## config.mk

```make
export PLATFORM = sky130hd
export DESIGN_NAME = pipeline_sequencer_flat
export DESIGN_NICKNAME = d
export VERILOG_FILES = /design/src/rtl/pipeline_sequencer_pkg.sv /design/src/rtl/pipeline_sequencer_if.sv /design/src/rtl/pipeline_sequencer_hazard_compare.sv /design/src/rtl/pipeline_sequencer.sv /design/src/flat_wrapper.sv
export SDC_FILE = /design/constraint.sdc
export NUM_CORES = 1
export LEC_CHECK = 0
export CORE_MARGIN = 1
export CORE_UTILIZATION = 65
export DETAILED_ROUTE_END_ITERATION = 12
export DONT_BUFFER_PORTS = 1
export PLACE_DENSITY = 0.83
export SLEW_MARGIN = 0
export SYNTH_ARGS = -nofsm -noshare
export SYNTH_HDL_FRONTEND = slang
export SYNTH_SLANG_ARGS = --single-unit
```

## constraint.sdc

```tcl
create_clock -name clk -period 3.87 [get_ports clk]
set_input_delay 0.5805 -clock clk [delete_from_list [all_inputs] [get_ports clk]]
set_output_delay 0.5805 -clock clk [all_outputs]
set_load 0.005 [all_outputs]
```

## src/rtl/pipeline_sequencer_pkg.sv

```systemverilog
// Shared types and constants for the pipeline stall/flush/halt sequencer.
package pipeline_sequencer_pkg;

  // Sequencer FSM states
  typedef enum logic [1:0] {
    ST_RUN     = 2'd0,
    ST_LDSTALL = 2'd1,
    ST_DRAIN   = 2'd2,
    ST_HALTED  = 2'd3
  } seq_state_e;

  // Default timing parameters
  localparam int unsigned LOAD_STALL_DEF   = 1;
  localparam int unsigned DRAIN_CYCLES_DEF = 3;
  localparam int unsigned MEM_TIMEOUT_DEF  = 15;

  // Instruction-level constants shared with the decoder
  localparam logic [15:0] NOP_INSTR = 16'h0000;
  localparam logic [3:0]  OP_LOAD   = 4'h8;
  localparam logic [3:0]  OP_HALT   = 4'hF;

  // Per-stage control bundle driven by the sequencer
  typedef struct packed {
    logic pc_write;
    logic ifid_write;
    logic ifid_flush;
    logic idex_write;
    logic idex_bubble;
    logic exmem_write;
    logic memwb_bubble;
  } stage_ctrl_t;

  // wr=1: every stage advances normally; wr=0: everything frozen and NOPs injected
  function automatic stage_ctrl_t ctrl_all(input logic wr);
    stage_ctrl_t c;
    c.pc_write     = wr;
    c.ifid_write   = wr;
    c.ifid_flush   = ~wr;
    c.idex_write   = wr;
    c.idex_bubble  = ~wr;
    c.exmem_write  = wr;
    c.memwb_bubble = ~wr;
    return c;
  endfunction

endpackage

```

## src/rtl/pipeline_sequencer_if.sv

```systemverilog
// Stage-info inputs and per-stage control outputs of the sequencer.
interface pipeline_sequencer_if;
  logic [3:0] id_rs1;
  logic [3:0] id_rs2;
  logic       id_use_rs1;
  logic       id_use_rs2;
  logic       id_halt;
  logic       id_redirect;
  logic       ex_load;
  logic [3:0] ex_rd;
  logic       mem_access;
  logic       mem_ready;
  logic       pc_write;
  logic       ifid_write;
  logic       ifid_flush;
  logic       idex_write;
  logic       idex_bubble;
  logic       exmem_write;
  logic       memwb_bubble;
  logic       halted;
  logic       mem_timeout;

  // Pipeline/control side: supplies decoded stage info, consumes controls
  modport master (
    output id_rs1, id_rs2, id_use_rs1, id_use_rs2, id_halt, id_redirect,
           ex_load, ex_rd, mem_access, mem_ready,
    input  pc_write, ifid_write, ifid_flush, idex_write, idex_bubble,
           exmem_write, memwb_bubble, halted, mem_timeout
  );

  // Sequencer side
  modport slave (
    input  id_rs1, id_rs2, id_use_rs1, id_use_rs2, id_halt, id_redirect,
           ex_load, ex_rd, mem_access, mem_ready,
    output pc_write, ifid_write, ifid_flush, idex_write, idex_bubble,
           exmem_write, memwb_bubble, halted, mem_timeout
  );
endinterface

```

## src/rtl/pipeline_sequencer_hazard_compare.sv

```systemverilog
// Combinational match of the EX destination against the ID sources; R0 never matches.
module pipeline_sequencer_hazard_compare (
  input  logic [3:0] id_rs1_i,
  input  logic [3:0] id_rs2_i,
  input  logic       id_use_rs1_i,
  input  logic       id_use_rs2_i,
  input  logic [3:0] ex_rd_i,
  output logic       match_o
);
  logic [1:0][3:0] src;
  logic [1:0]      use_v;
  logic [1:0]      hit;

  assign src[0]   = id_rs1_i;
  assign src[1]   = id_rs2_i;
  assign use_v[0] = id_use_rs1_i;
  assign use_v[1] = id_use_rs2_i;

  genvar gi;
  generate
    for (gi = 0; gi < 2; gi++) begin : g_src
      assign hit[gi] = use_v[gi] & (src[gi] == ex_rd_i);
    end
  endgenerate

  assign match_o = (|hit) & (ex_rd_i != 4'd0);
endmodule

```

## src/rtl/pipeline_sequencer.sv

```systemverilog
// Central stall/flush/halt sequencer for the 5-stage pipeline.
module pipeline_sequencer
  import pipeline_sequencer_pkg::*;
#(
  parameter int unsigned LOAD_STALL   = LOAD_STALL_DEF,
  parameter int unsigned DRAIN_CYCLES = DRAIN_CYCLES_DEF,
  parameter int unsigned MEM_TIMEOUT  = MEM_TIMEOUT_DEF
) (
  input  logic                 clk,
  input  logic                 rst,
  pipeline_sequencer_if.slave  seq_if
);

  seq_state_e  state_q, state_d;
  logic [1:0]  stall_cnt_q, stall_cnt_d;
  logic [3:0]  drain_cnt_q, drain_cnt_d;
  logic [3:0]  wait_cnt_q, wait_cnt_d;
  logic        halted_q, halted_d;
  logic        timeout_q, timeout_d;
  logic        reg_match;
  logic        load_use;
  logic        mem_wait;
  stage_ctrl_t ctrl;

  pipeline_sequencer_hazard_compare u_hazard (
    .id_rs1_i     (seq_if.id_rs1),
    .id_rs2_i     (seq_if.id_rs2),
    .id_use_rs1_i (seq_if.id_use_rs1),
    .id_use_rs2_i (seq_if.id_use_rs2),
    .ex_rd_i      (seq_if.ex_rd),
    .match_o      (reg_match)
  );

  assign load_use = seq_if.ex_load & reg_match;
  assign mem_wait = seq_if.mem_access & ~seq_if.mem_ready;

  // State, counters and sticky status registers
  always_ff @(posedge clk or posedge rst) begin
    if (rst) begin
      state_q     <= ST_RUN;
      stall_cnt_q <= 2'd0;
      drain_cnt_q <= 4'd0;
      wait_cnt_q  <= 4'd0;
      halted_q    <= 1'b0;
      timeout_q   <= 1'b0;
    end else begin
      state_q     <= state_d;
      stall_cnt_q <= stall_cnt_d;
      drain_cnt_q <= drain_cnt_d;
      wait_cnt_q  <= wait_cnt_d;
      halted_q    <= halted_d;
      timeout_q   <= timeout_d;
    end
  end

  // Next state: a memory wait freezes everything except the wait counter
  always_comb begin
    state_d     = state_q;
    stall_cnt_d = stall_cnt_q;
    drain_cnt_d = drain_cnt_q;
    wait_cnt_d  = 4'd0;
    timeout_d   = timeout_q;
    if (state_q != ST_HALTED) begin
      if (mem_wait) begin
        wait_cnt_d = wait_cnt_q + 4'd1;
        if (wait_cnt_q == 4'(MEM_TIMEOUT - 1)) begin
          timeout_d = 1'b1;
          state_d   = ST_HALTED;
        end
      end else begin
        case (state_q)
          ST_RUN: begin
            if (load_use) begin
              if (LOAD_STALL > 1) begin
                state_d     = ST_LDSTALL;
                stall_cnt_d = 2'(LOAD_STALL - 1);
              end
            end else if (!seq_if.id_redirect && seq_if.id_halt) begin
              state_d     = ST_DRAIN;
              drain_cnt_d = 4'(DRAIN_CYCLES);
            end
          end
          ST_LDSTALL: begin
            stall_cnt_d = stall_cnt_q - 2'd1;
            if (stall_cnt_q == 2'd1) state_d = ST_RUN;
          end
          ST_DRAIN: begin
            drain_cnt_d = drain_cnt_q - 4'd1;
            if (drain_cnt_q == 4'd1) state_d = ST_HALTED;
          end
          default: ;
        endcase
      end
    end
    halted_d = (state_d == ST_HALTED);
  end

  // Mealy stage controls; reset forces the NOP/frozen pattern immediately
  always_comb begin
    ctrl = ctrl_all(1'b1);
    if (rst || state_q == ST_HALTED) begin
      ctrl = ctrl_all(1'b0);
    end else if (mem_wait) begin
      ctrl.pc_write     = 1'b0;
      ctrl.ifid_write   = 1'b0;
      ctrl.idex_write   = 1'b0;
      ctrl.exmem_write  = 1'b0;
      ctrl.memwb_bubble = 1'b1;
    end else begin
      case (state_q)
        ST_LDSTALL: begin
          ctrl.pc_write    = 1'b0;
          ctrl.ifid_write  = 1'b0;
          ctrl.idex_bubble = 1'b1;
        end
        ST_DRAIN: begin
          ctrl.pc_write    = 1'b0;
          ctrl.ifid_flush  = 1'b1;
          ctrl.idex_bubble = 1'b1;
        end
        default: begin
          if (load_use) begin
            ctrl.pc_write    = 1'b0;
            ctrl.ifid_write  = 1'b0;
            ctrl.idex_bubble = 1'b1;
          end else if (seq_if.id_redirect) begin
            ctrl.ifid_flush = 1'b1;
          end else if (seq_if.id_halt) begin
            ctrl.pc_write   = 1'b0;
            ctrl.ifid_write = 1'b0;
          end
        end
      endcase
    end
  end

  assign seq_if.pc_write     = ctrl.pc_write;
  assign seq_if.ifid_write   = ctrl.ifid_write;
  assign seq_if.ifid_flush   = ctrl.ifid_flush;
  assign seq_if.idex_write   = ctrl.idex_write;
  assign seq_if.idex_bubble  = ctrl.idex_bubble;
  assign seq_if.exmem_write  = ctrl.exmem_write;
  assign seq_if.memwb_bubble = ctrl.memwb_bubble;
  assign seq_if.halted       = halted_q;
  assign seq_if.mem_timeout  = timeout_q;

endmodule

```

## src/flat_wrapper.sv

```systemverilog
// flat-port wrapper written by rule: the top's interface ports become plain ports
module pipeline_sequencer_flat import pipeline_sequencer_pkg::*;
#(
  parameter int unsigned LOAD_STALL   = LOAD_STALL_DEF,
  parameter int unsigned DRAIN_CYCLES = DRAIN_CYCLES_DEF,
  parameter int unsigned MEM_TIMEOUT  = MEM_TIMEOUT_DEF
)
  (clk, rst, seq_if_id_rs1, seq_if_id_rs2, seq_if_id_use_rs1, seq_if_id_use_rs2, seq_if_id_halt, seq_if_id_redirect, seq_if_ex_load, seq_if_ex_rd, seq_if_mem_access, seq_if_mem_ready, seq_if_pc_write, seq_if_ifid_write, seq_if_ifid_flush, seq_if_idex_write, seq_if_idex_bubble, seq_if_exmem_write, seq_if_memwb_bubble, seq_if_halted, seq_if_mem_timeout);
  pipeline_sequencer_if seq_if_i ();
  input  logic clk;
  input  logic rst;
  input wire logic [$bits(seq_if_i.id_rs1)-1:0] seq_if_id_rs1;
  input wire logic [$bits(seq_if_i.id_rs2)-1:0] seq_if_id_rs2;
  input wire logic [$bits(seq_if_i.id_use_rs1)-1:0] seq_if_id_use_rs1;
  input wire logic [$bits(seq_if_i.id_use_rs2)-1:0] seq_if_id_use_rs2;
  input wire logic [$bits(seq_if_i.id_halt)-1:0] seq_if_id_halt;
  input wire logic [$bits(seq_if_i.id_redirect)-1:0] seq_if_id_redirect;
  input wire logic [$bits(seq_if_i.ex_load)-1:0] seq_if_ex_load;
  input wire logic [$bits(seq_if_i.ex_rd)-1:0] seq_if_ex_rd;
  input wire logic [$bits(seq_if_i.mem_access)-1:0] seq_if_mem_access;
  input wire logic [$bits(seq_if_i.mem_ready)-1:0] seq_if_mem_ready;
  output wire logic [$bits(seq_if_i.pc_write)-1:0] seq_if_pc_write;
  output wire logic [$bits(seq_if_i.ifid_write)-1:0] seq_if_ifid_write;
  output wire logic [$bits(seq_if_i.ifid_flush)-1:0] seq_if_ifid_flush;
  output wire logic [$bits(seq_if_i.idex_write)-1:0] seq_if_idex_write;
  output wire logic [$bits(seq_if_i.idex_bubble)-1:0] seq_if_idex_bubble;
  output wire logic [$bits(seq_if_i.exmem_write)-1:0] seq_if_exmem_write;
  output wire logic [$bits(seq_if_i.memwb_bubble)-1:0] seq_if_memwb_bubble;
  output wire logic [$bits(seq_if_i.halted)-1:0] seq_if_halted;
  output wire logic [$bits(seq_if_i.mem_timeout)-1:0] seq_if_mem_timeout;
  assign seq_if_i.id_rs1 = seq_if_id_rs1;
  assign seq_if_i.id_rs2 = seq_if_id_rs2;
  assign seq_if_i.id_use_rs1 = seq_if_id_use_rs1;
  assign seq_if_i.id_use_rs2 = seq_if_id_use_rs2;
  assign seq_if_i.id_halt = seq_if_id_halt;
  assign seq_if_i.id_redirect = seq_if_id_redirect;
  assign seq_if_i.ex_load = seq_if_ex_load;
  assign seq_if_i.ex_rd = seq_if_ex_rd;
  assign seq_if_i.mem_access = seq_if_mem_access;
  assign seq_if_i.mem_ready = seq_if_mem_ready;
  assign seq_if_pc_write = seq_if_i.pc_write;
  assign seq_if_ifid_write = seq_if_i.ifid_write;
  assign seq_if_ifid_flush = seq_if_i.ifid_flush;
  assign seq_if_idex_write = seq_if_i.idex_write;
  assign seq_if_idex_bubble = seq_if_i.idex_bubble;
  assign seq_if_exmem_write = seq_if_i.exmem_write;
  assign seq_if_memwb_bubble = seq_if_i.memwb_bubble;
  assign seq_if_halted = seq_if_i.halted;
  assign seq_if_mem_timeout = seq_if_i.mem_timeout;
  pipeline_sequencer #(.LOAD_STALL(LOAD_STALL), .DRAIN_CYCLES(DRAIN_CYCLES), .MEM_TIMEOUT(MEM_TIMEOUT)) u_core (.clk(clk), .rst(rst), .seq_if(seq_if_i));
endmodule
```

==> results of run 1 <==
## cell families (layout without fill, tap and decap cells)
kind of cell | after synthesis | count (layout) | share of synthesized area (%)
buf+inv | 18 | 18 | 6.91
flops | 14 | 14 | 33.4
mux | 1 | 1 | 1.07
simple gates | 50 | 50 | 24.0
xor+xnor | 8 | 8 | 6.67
compound gates | 24 | 24 | 16.1
fa+ha+maj | 10 | 10 | 11.9
## power by group
part | switching, mW | total [mW] | internal, mW
clock network | 0.0465 | 0.104 | 0.0573
registers | 0.0492 | 0.245 | 0.196
logic | 0.195 | 0.351 | 0.155
total | 0.291 | 0.699 | 0.408
## routing by layer
layer / global-route usage (%) / up-vias / wire length [µm]
met1: 32.1 / 385 / 864
met3: 6.90 / 4 / 76
met2: 34.5 / 19 / 846
met5: 0 / - / 0
met4: 7.50 / 0 / 27
li1: - / 429 / -
## layout make-up
class | count | area, µm² | area share (%)
Multi-Input combinational cell | 93 | 627 | 57.7
Sequential cell | 14 | 350 | 32.3
Inverter | 14 | 52.6 | 4.84
Clock buffer | 4 | 36.3 | 3.34
Tap cell | 16 | 20.0 | 1.84
## flip-flops by register name, indices dropped and copies added (netlist names)
name	cells
u_core.seq_if.halted	1
u_core.drain_cnt_q	4
u_core.stall_cnt_q	2
u_core.state_q	2
u_core.wait_cnt_q	4
u_core.seq_if.mem_timeout	1
## how the worst min path moves through the flow
stage / to
6_report: u_core.state_q[1]$_DFF_PP0_
5_1_grt: u_core.state_q[1]$_DFF_PP0_
4_1_cts: u_core.state_q[1]$_DFF_PP0_
3_5_place_dp: u_core.stall_cnt_q[0]$_DFFE_PP0P_
3_3_place_gp: u_core.stall_cnt_q[0]$_DFFE_PP0P_
2_1_floorplan: u_core.stall_cnt_q[0]$_DFFE_PP0P_
## metrics by stage
stage	hold WS, ns	setup slack, ns	instances	total power [mW]	area [µm²]
after CTS	0.216	1.45	141	0.704	1090
after global routing	0.243	1.23	141	0.765	1090
after global placement	0.467	1.58	137	0.583	1050
after detailed placement	0.477	1.55	137	0.597	1050
after floorplan	0.452	1.62	125	0.535	1050
final	0.210	1.46	141	0.699	1090
## placed cells by master, fill, tap and decap left out, types with 2 or more instances in the layout
master                      n
sky130_fd_sc_hd__a31oi_1    3
sky130_fd_sc_hd__inv_1     14
sky130_fd_sc_hd__nand3b_1   3
sky130_fd_sc_hd__ha_1      10
sky130_fd_sc_hd__clkbuf_4   3
sky130_fd_sc_hd__dfrtp_1   14
sky130_fd_sc_hd__nand3_1    7
sky130_fd_sc_hd__and3_1     2
sky130_fd_sc_hd__xnor2_1    4
sky130_fd_sc_hd__nor3_1     3
sky130_fd_sc_hd__nand2b_1   2
sky130_fd_sc_hd__nor2_1    16
sky130_fd_sc_hd__o22a_1     2
sky130_fd_sc_hd__a21oi_1    2
sky130_fd_sc_hd__nand2_1    9
sky130_fd_sc_hd__o21ai_0    6
sky130_fd_sc_hd__nor2b_1    2
sky130_fd_sc_hd__xor2_1     4
==> impl_results.rst, run 1 <==
.. list-table::
   :header-rows: 1

   * - Metric
     - Value
   * - Total Nets Final
     - 157
   * - Kind of critical path
     - reg -> out
   * - Launch point of the critical path
     - u_core.state_q[0]$_DFF_PP0_
   * - Max-cap violation count
     - 0
   * - Status
     - finished, final reports clean
   * - ANT cells
     - 0
   * - Per-instance average area after synthesis
     - 8.40 µm²
   * - Hold Fails Final Rpt
     - 0
   * - Share of the core filled with cells in the final layout
     - 72.1%
   * - Starting density of the core
     - 69.7%
   * - Relative area change from synthesis to final layout
     - 3.46%
   * - Residual overflow from global routing
     - 0
   * - Worst path buffer plus inverter count
     - 1
   * - Setup TNS after final layout
     - 0 ns
   * - RSZ-0062 raised after global routing
     - false
   * - Biggest fanout along the worst timing path
     - 9
   * - CTS resizes
     - 0
   * - Die X-Extent
     - 42.2 µm
   * - Worst clock skew
     - 0.00653 ns
   * - Maximum vdd drop
     - 0.000376 V
   * - Class of the tightest hold or removal check
     - in -> async
   * - Number of distinct standard cells referenced by the synthesized netlist
     - 38
   * - Final Cycle Share
     - 62.4%
   * - Stages on worst setup path
     - 4
   * - Final setup violation count
     - 0
   * - Antenna violation net count after detailed routing
     - 0
   * - Fraction of registers with async set/reset
     - 100%
   * - Critical path endpoint
     - seq_if_pc_write
   * - Wire length of the first global-routing pass
     - 3130 µm
   * - Number of levels in the clock H-tree
     - 1
   * - Most common cell in the netlist
     - sky130_fd_sc_hd__nor2_1
   * - Boundary Pins
     - 30
   * - CP Data Required Time
     - 3.29 ns
   * - Static leakage
     - 0.507 nW
   * - Max Clock Freq
     - 0.414 GHz
   * - Post-synth top area cell
     - sky130_fd_sc_hd__dfrtp_1
   * - Detailed-placement wirelength estimate
     - 1420 µm
   * - Total clock sinks
     - 14
   * - R2r worst-path depth
     - 6
   * - Total DRC errors in the routed layout
     - 0
   * - Die Area
     - 1780 µm²
   * - Initial antenna violation count
     - 0
   * - Transition time at the pin with the least slew margin
     - 0.605 ns
   * - CTS Root Buffer Type
     - sky130_fd_sc_hd__clkbuf_4
   * - Post-synth EDFFs
     - 0
   * - Clock tree from TritonCTS
     - yes
   * - Cell types with the largest area share after synthesis
     - sky130_fd_sc_hd__dfrtp_1, sky130_fd_sc_hd__ha_1, sky130_fd_sc_hd__nor2_1
   * - Post-CTS setup-driven buffer insertion count
     - 0
   * - Synthesized netlist cell count
     - 125
   * - Power per standard cell area
     - 644 nW/µm²
   * - Worst path max stage delay
     - 0.47 ns
   * - Clk_lat worst skew
     - 0.28 ns
   * - Final number of max-transition violations
     - 0
   * - CP arrival
     - 1.83 ns
   * - Count of input and output buffers
     - 0
   * - Terminus of the critical flop-to-flop path
     - u_core.drain_cnt_q[3]$_DFFE_PP0P_
   * - Total number of vias
     - 837
   * - Maximum number of pins on one net before global-route repair
     - 15
   * - Master of the slowest instance on the critical path
     - sky130_fd_sc_hd__dfrtp_1
   * - YS warnings
     - 0
   * - Part of the Yosys area used for sequential elements
     - 33.4%
   * - Number of buffers inserted during clock tree synthesis
     - 3
   * - Total of fill cells in the finished design
     - 123
   * - Main synth FF type
     - sky130_fd_sc_hd__dfrtp_1
   * - Post-Syn Nets
     - 156
   * - Maximum clock path buffer count
     - 2
   * - Synth cell count leaders
     - sky130_fd_sc_hd__nor2_1, sky130_fd_sc_hd__dfrtp_1, sky130_fd_sc_hd__inv_1, sky130_fd_sc_hd__ha_1, sky130_fd_sc_hd__nand2_1
   * - Headroom to the max-slew limit
     - 59.6%
   * - Synth top area share
     - 33.4%
   * - Kind of start point of the critical path
     - flop
   * - R2r startpoint
     - u_core.state_q[0]$_DFF_PP0_
   * - Critical Path Sink Type
     - output port
   * - Share of post-route cells with drive strength above 1
     - 8.00%
   * - Site Rows
     - 14
   * - Setup slack on the worst flop-to-flop path
     - 2.07 ns
   * - Initial drt markers
     - 23
   * - Die height
     - 42.2 µm
   * - Final wirelength
     - 1810 µm
   * - Register bit total from synthesis
     - 14
   * - Count of hold buffers inserted by post-cts repair
     - 0
   * - Detailed-route wire length per cell
     - 12.9 µm
   * - Synthesized cell area
     - 1050 µm²
   * - Clock input transition at the sequential cells of the worst setup and hold paths
     - 0.08 ns
   * - Per-cell via count in the routed design
     - 5.94
   * - Worst path top cell family by delay
     - simple AND/OR/NAND/NOR gates
   * - Min cycle time layout
     - 2.41 ns
   * - Core Area
     - 1510 µm²
   * - Total Routing Usage GR
     - 23.0%
   * - Critical path cell sequence
     - ha_1 > nor3_1 > inv_1 > nor2_1
   * - Number of global-route vias before repair
     - 738
   * - First-pass iteration count of the detailed router
     - 6
   * - Last weighted congestion value of the routability-driven placer
     - 0.905
Note: power is estimated with default switching activity, not from simulation.
==> run 2, diff against run 1 <==
--- a/config.mk
+++ b/config.mk
@@ -6,10 +6,10 @@
 export NUM_CORES = 1
 export LEC_CHECK = 0
 export CORE_MARGIN = 1
-export CORE_UTILIZATION = 65
+export CORE_UTILIZATION = 61
 export DETAILED_ROUTE_END_ITERATION = 12
 export DONT_BUFFER_PORTS = 1
-export PLACE_DENSITY = 0.83
+export PLACE_DENSITY = 0.79
 export SLEW_MARGIN = 0
 export SYNTH_ARGS = -nofsm -noshare
 export SYNTH_HDL_FRONTEND = slang
==> constraint.sdc (replaced) <==
create_clock -name clk -period 2.3 [get_ports clk]
set_input_delay 0.345 -clock clk [delete_from_list [all_inputs] [get_ports clk]]
set_output_delay 0.345 -clock clk [all_outputs]
set_load 0.005 [all_outputs]
==> run 2 against run 1 <==
  * Clock power increased by 70%
  * Hold slack improved by 0.28 ns
  * Combinational power increased by 71%
  * Power up 70%
  * Critical path type unchanged
==> impl_results.rst, run 2 (synthesis results as in run 1) <==
.. list-table::
   :header-rows: 1

   * - Metric
     - Value
   * - Transition time at the pin with the least slew margin
     - 0.517 ns (was 0.605 ns)
   * - First-pass iteration count of the detailed router
     - 4 (was 6)
   * - Boundary Pins
     - 30 (unchanged)
   * - Core Area
     - 1560 µm² (was 1510 µm²)
   * - Switch share
     - 41.9% (was 41.6%)
   * - Total Nets Final
     - 159 (was 157)
   * - Most frequent standard cell in the layout excluding fill and tap cells
     - sky130_fd_sc_hd__nor2_1 (unchanged)
   * - Last weighted congestion value of the routability-driven placer
     - 0.907 (was 0.905)
   * - Maximum vdd drop
     - 0.000625 V (was 0.000376 V)
   * - CTS Root Buffer Type
     - sky130_fd_sc_hd__clkbuf_4 (unchanged)
   * - Proportion of power drawn by the clock network
     - 14.9% (was 14.8%)
   * - Status
     - finished, final reports clean (unchanged)
   * - Headroom to the max-slew limit
     - 65.5% (was 59.6%)
   * - Pint
     - 0.690 mW (was 0.408 mW)
   * - Antenna violation net count after detailed routing
     - 0 (unchanged)
   * - CP Data Required Time
     - 1.96 ns (was 3.29 ns)
   * - Post-CTS setup-driven buffer insertion count
     - 0 (unchanged)
   * - Kind of critical path
     - reg -> out (unchanged)
   * - CP arrival
     - 1.75 ns (was 1.83 ns)
   * - Critical path cell sequence
     - inv_1 > ha_1 > or3_4 > a21oi_2 (was ha_1 > nor3_1 > inv_1 > nor2_1)
   * - Sequential cell fraction of total power
     - 34.5% (was 35.1%)
   * - Per-cell via count in the routed design
     - 6.17 (was 5.94)
   * - Number of levels in the clock H-tree
     - 1 (unchanged)
   * - Worst path buffer plus inverter count
     - 1 (unchanged)
   * - Clk_lat worst skew
     - 0.28 ns (about the same)
   * - Clock input transition at the sequential cells of the worst setup and hold paths
     - 0.08 ns (about the same)
   * - Max-cap violation count
     - 0 (unchanged)
   * - Wire length of the first global-routing pass
     - 3180 µm (was 3130 µm)
   * - Final Cycle Share
     - 91.0%
   * - Number of buffers inserted during clock tree synthesis
     - 3 (unchanged)
   * - Relative area change from synthesis to final layout
     - 5.60% (was 3.46%)
   * - Leading registers by flop count
     - u_core.drain_cnt_q (4), u_core.wait_cnt_q (4) (unchanged)
   * - Master of the slowest instance on the critical path
     - sky130_fd_sc_hd__dfrtp_1 (unchanged)
   * - Die height
     - 43.5 µm (was 42.2 µm)
   * - Worst path top cell family by delay
     - flip-flops (was simple AND/OR/NAND/NOR gates)
   * - ANT cells
     - 0 (unchanged)
   * - RSZ-0062 raised after global routing
     - false (unchanged)
   * - Hold Fails Final Rpt
     - 0 (unchanged)
   * - Residual overflow from global routing
     - 0 (unchanged)
   * - Biggest fanout along the worst timing path
     - 7 (was 9)
   * - Total number of vias
     - 883 (was 837)
   * - Static leakage
     - 0.518 nW (was 0.507 nW)
   * - Number of global-route vias before repair
     - 791 (was 738)
   * - Initial drt markers
     - 14 (was 23)
   * - Die X-Extent
     - 43.5 µm (was 42.2 µm)
   * - Detailed-route wire length per cell
     - 13.1 µm (was 12.9 µm)
   * - Power per standard cell area
     - 1070 nW/µm² (was 644 nW/µm²)
   * - Clock tree from TritonCTS
     - yes (unchanged)
   * - Total DRC errors in the routed layout
     - 0 (unchanged)
   * - Sw power
     - 0.498 mW (was 0.291 mW)
   * - Final number of max-transition violations
     - 0 (unchanged)
   * - Total clock sinks
     - 14 (unchanged)
   * - Starting density of the core
     - 67.3% (was 69.7%)
   * - Detailed-placement wirelength estimate
     - 1490 µm (was 1420 µm)
   * - Maximum clock path buffer count
     - 2 (unchanged)
   * - Total Routing Usage GR
     - 22.9% (was 23.0%)
   * - Critical Path Sink Type
     - output port (unchanged)
   * - Post-DP Area
     - 1060 µm² (was 1050 µm²)
   * - Leading cell types in the layout, fill and taps excluded
     - sky130_fd_sc_hd__nor2_1, sky130_fd_sc_hd__inv_1, sky130_fd_sc_hd__dfrtp_1 (unchanged)
   * - Worst path max stage delay
     - 0.45 ns (was 0.47 ns)
   * - Kind of start point of the critical path
     - flop (unchanged)
   * - Setup TNS after final layout
     - 0 ns (unchanged)
   * - Multi-input combinational cell area
     - 632 µm² (was 627 µm²)
   * - Total of fill cells in the finished design
     - 120 (was 123)
   * - Worst clock skew
     - 0.000668 ns (was 0.00653 ns)
   * - Register area
     - 350 µm² (unchanged)
   * - Site Rows
     - 14 (unchanged)
   * - Min cycle time layout
     - 2.09 ns
   * - Final instance area
     - 1110 µm² (was 1090 µm²)
   * - Final setup violation count
     - 0 (unchanged)
   * - Final wirelength
     - 1880 µm (was 1810 µm)
   * - Max Clock Freq
     - 0.478 GHz
   * - Class of the tightest hold or removal check
     - reg -> reg (was in -> async)
   * - Initial antenna violation count
     - 0 (unchanged)
   * - Count of input and output buffers
     - 0 (unchanged)
   * - Die Area
     - 1890 µm² (was 1780 µm²)
   * - Share of post-route cells with drive strength above 1
     - 9.45% (was 8.00%)
   * - Logic pwr share
     - 50.6% (was 50.1%)
   * - Maximum number of pins on one net before global-route repair
     - 15 (unchanged)
[run 2: changes by cell type in the layout (fill, tap and decap cells not counted), sizes merged]
cell	change
dlygate4sd3	+1
buf	+1
[run 2: stage by stage]
| stage | hold WS (ns) | cells | setup WS [ns] | util, % | power (mW) |
|---|---|---|---|---|---|
| floorplan | 0.234 | 125 | 0.522 | - | 0.900 |
| global placement | 0.302 | 138 | 0.468 | 67.8 | 0.986 |
| detailed placement | 0.302 | 138 | 0.447 | 67.8 | 1.01 |
| CTS | 0.500 | 143 | 0.130 | 70.8 | 1.19 |
| global route | 0.517 | 143 | 0.110 | 71.1 | 1.29 |
| finish | 0.494 | 143 | 0.206 | 71.1 | 1.19 |
[run 2: layout make-up]
type,instances,area share (%)
Clock buffer,4,3.27
Inverter,14,4.74
Tap cell,16,1.81
Sequential cell,14,31.6
Multi-Input combinational cell,93,57.0
Timing Repair Buffer,2,1.58
[run 2: worst register-to-register path: stages, from the launching register on]
cell and delay [ns]:
sky130_fd_sc_hd__dfrtp_1 0.45, sky130_fd_sc_hd__ha_1 0.34, sky130_fd_sc_hd__nor2_1 0.27, sky130_fd_sc_hd__and3_1 0.20
sky130_fd_sc_hd__nand3_1 0.12, sky130_fd_sc_hd__a31oi_1 0.18, sky130_fd_sc_hd__o21ai_0 0.09
[run 2: power groups by stage]
stage | Combinational, mW | Clock, mW | Sequential (mW)
2_1_floorplan | 0.503 | 0 | 0.397
3_3_place_gp | 0.576 | 0 | 0.410
3_5_place_dp | 0.594 | 0 | 0.415
4_1_cts | 0.600 | 0.181 | 0.409
5_1_grt | 0.679 | 0.192 | 0.424
6_report | 0.601 | 0.177 | 0.410
[run 2: layer usage]
metal	up-vias	routed length, µm	part of all wire (%)	GRT usage (%)
li1	430	-	-	-
met1	424	823	44	27.5
met2	25	945	50	38.5
met3	4	82	4.4	6.67
met4	0	27	1.4	9.38
met5	-	0	0	0
[run 2: what timing repair did]
action / CTS / global route
gates resized for setup: 0 / 1
setup endpoints to repair: 0 / 2
hold buffers: 1 / 0
hold endpoints to repair: 14 / 0
[run 2: final timing paths]
check / slack [ns] / cells past startpoint / startpoint / endpoint
setup / recovery: 0.21 / 4 / u_core.state_q[0]$_DFF_PP0_ / seq_if_ifid_write
hold reg to reg: 0.49 / 1 / u_core.stall_cnt_q[0]$_DFFE_PP0P_ / u_core.stall_cnt_q[0]$_DFFE_PP0P_
hold / removal: 0.49 / 1 / u_core.stall_cnt_q[0]$_DFFE_PP0P_ / u_core.stall_cnt_q[0]$_DFFE_PP0P_
max in group asynchronous: 1.42 / 2 / rst / u_core.drain_cnt_q[3]$_DFFE_PP0P_
min in group asynchronous: 0.53 / 2 / rst / u_core.state_q[1]$_DFF_PP0_
setup reg to reg: 0.53 / 6 / u_core.state_q[0]$_DFF_PP0_ / u_core.drain_cnt_q[3]$_DFFE_PP0P_
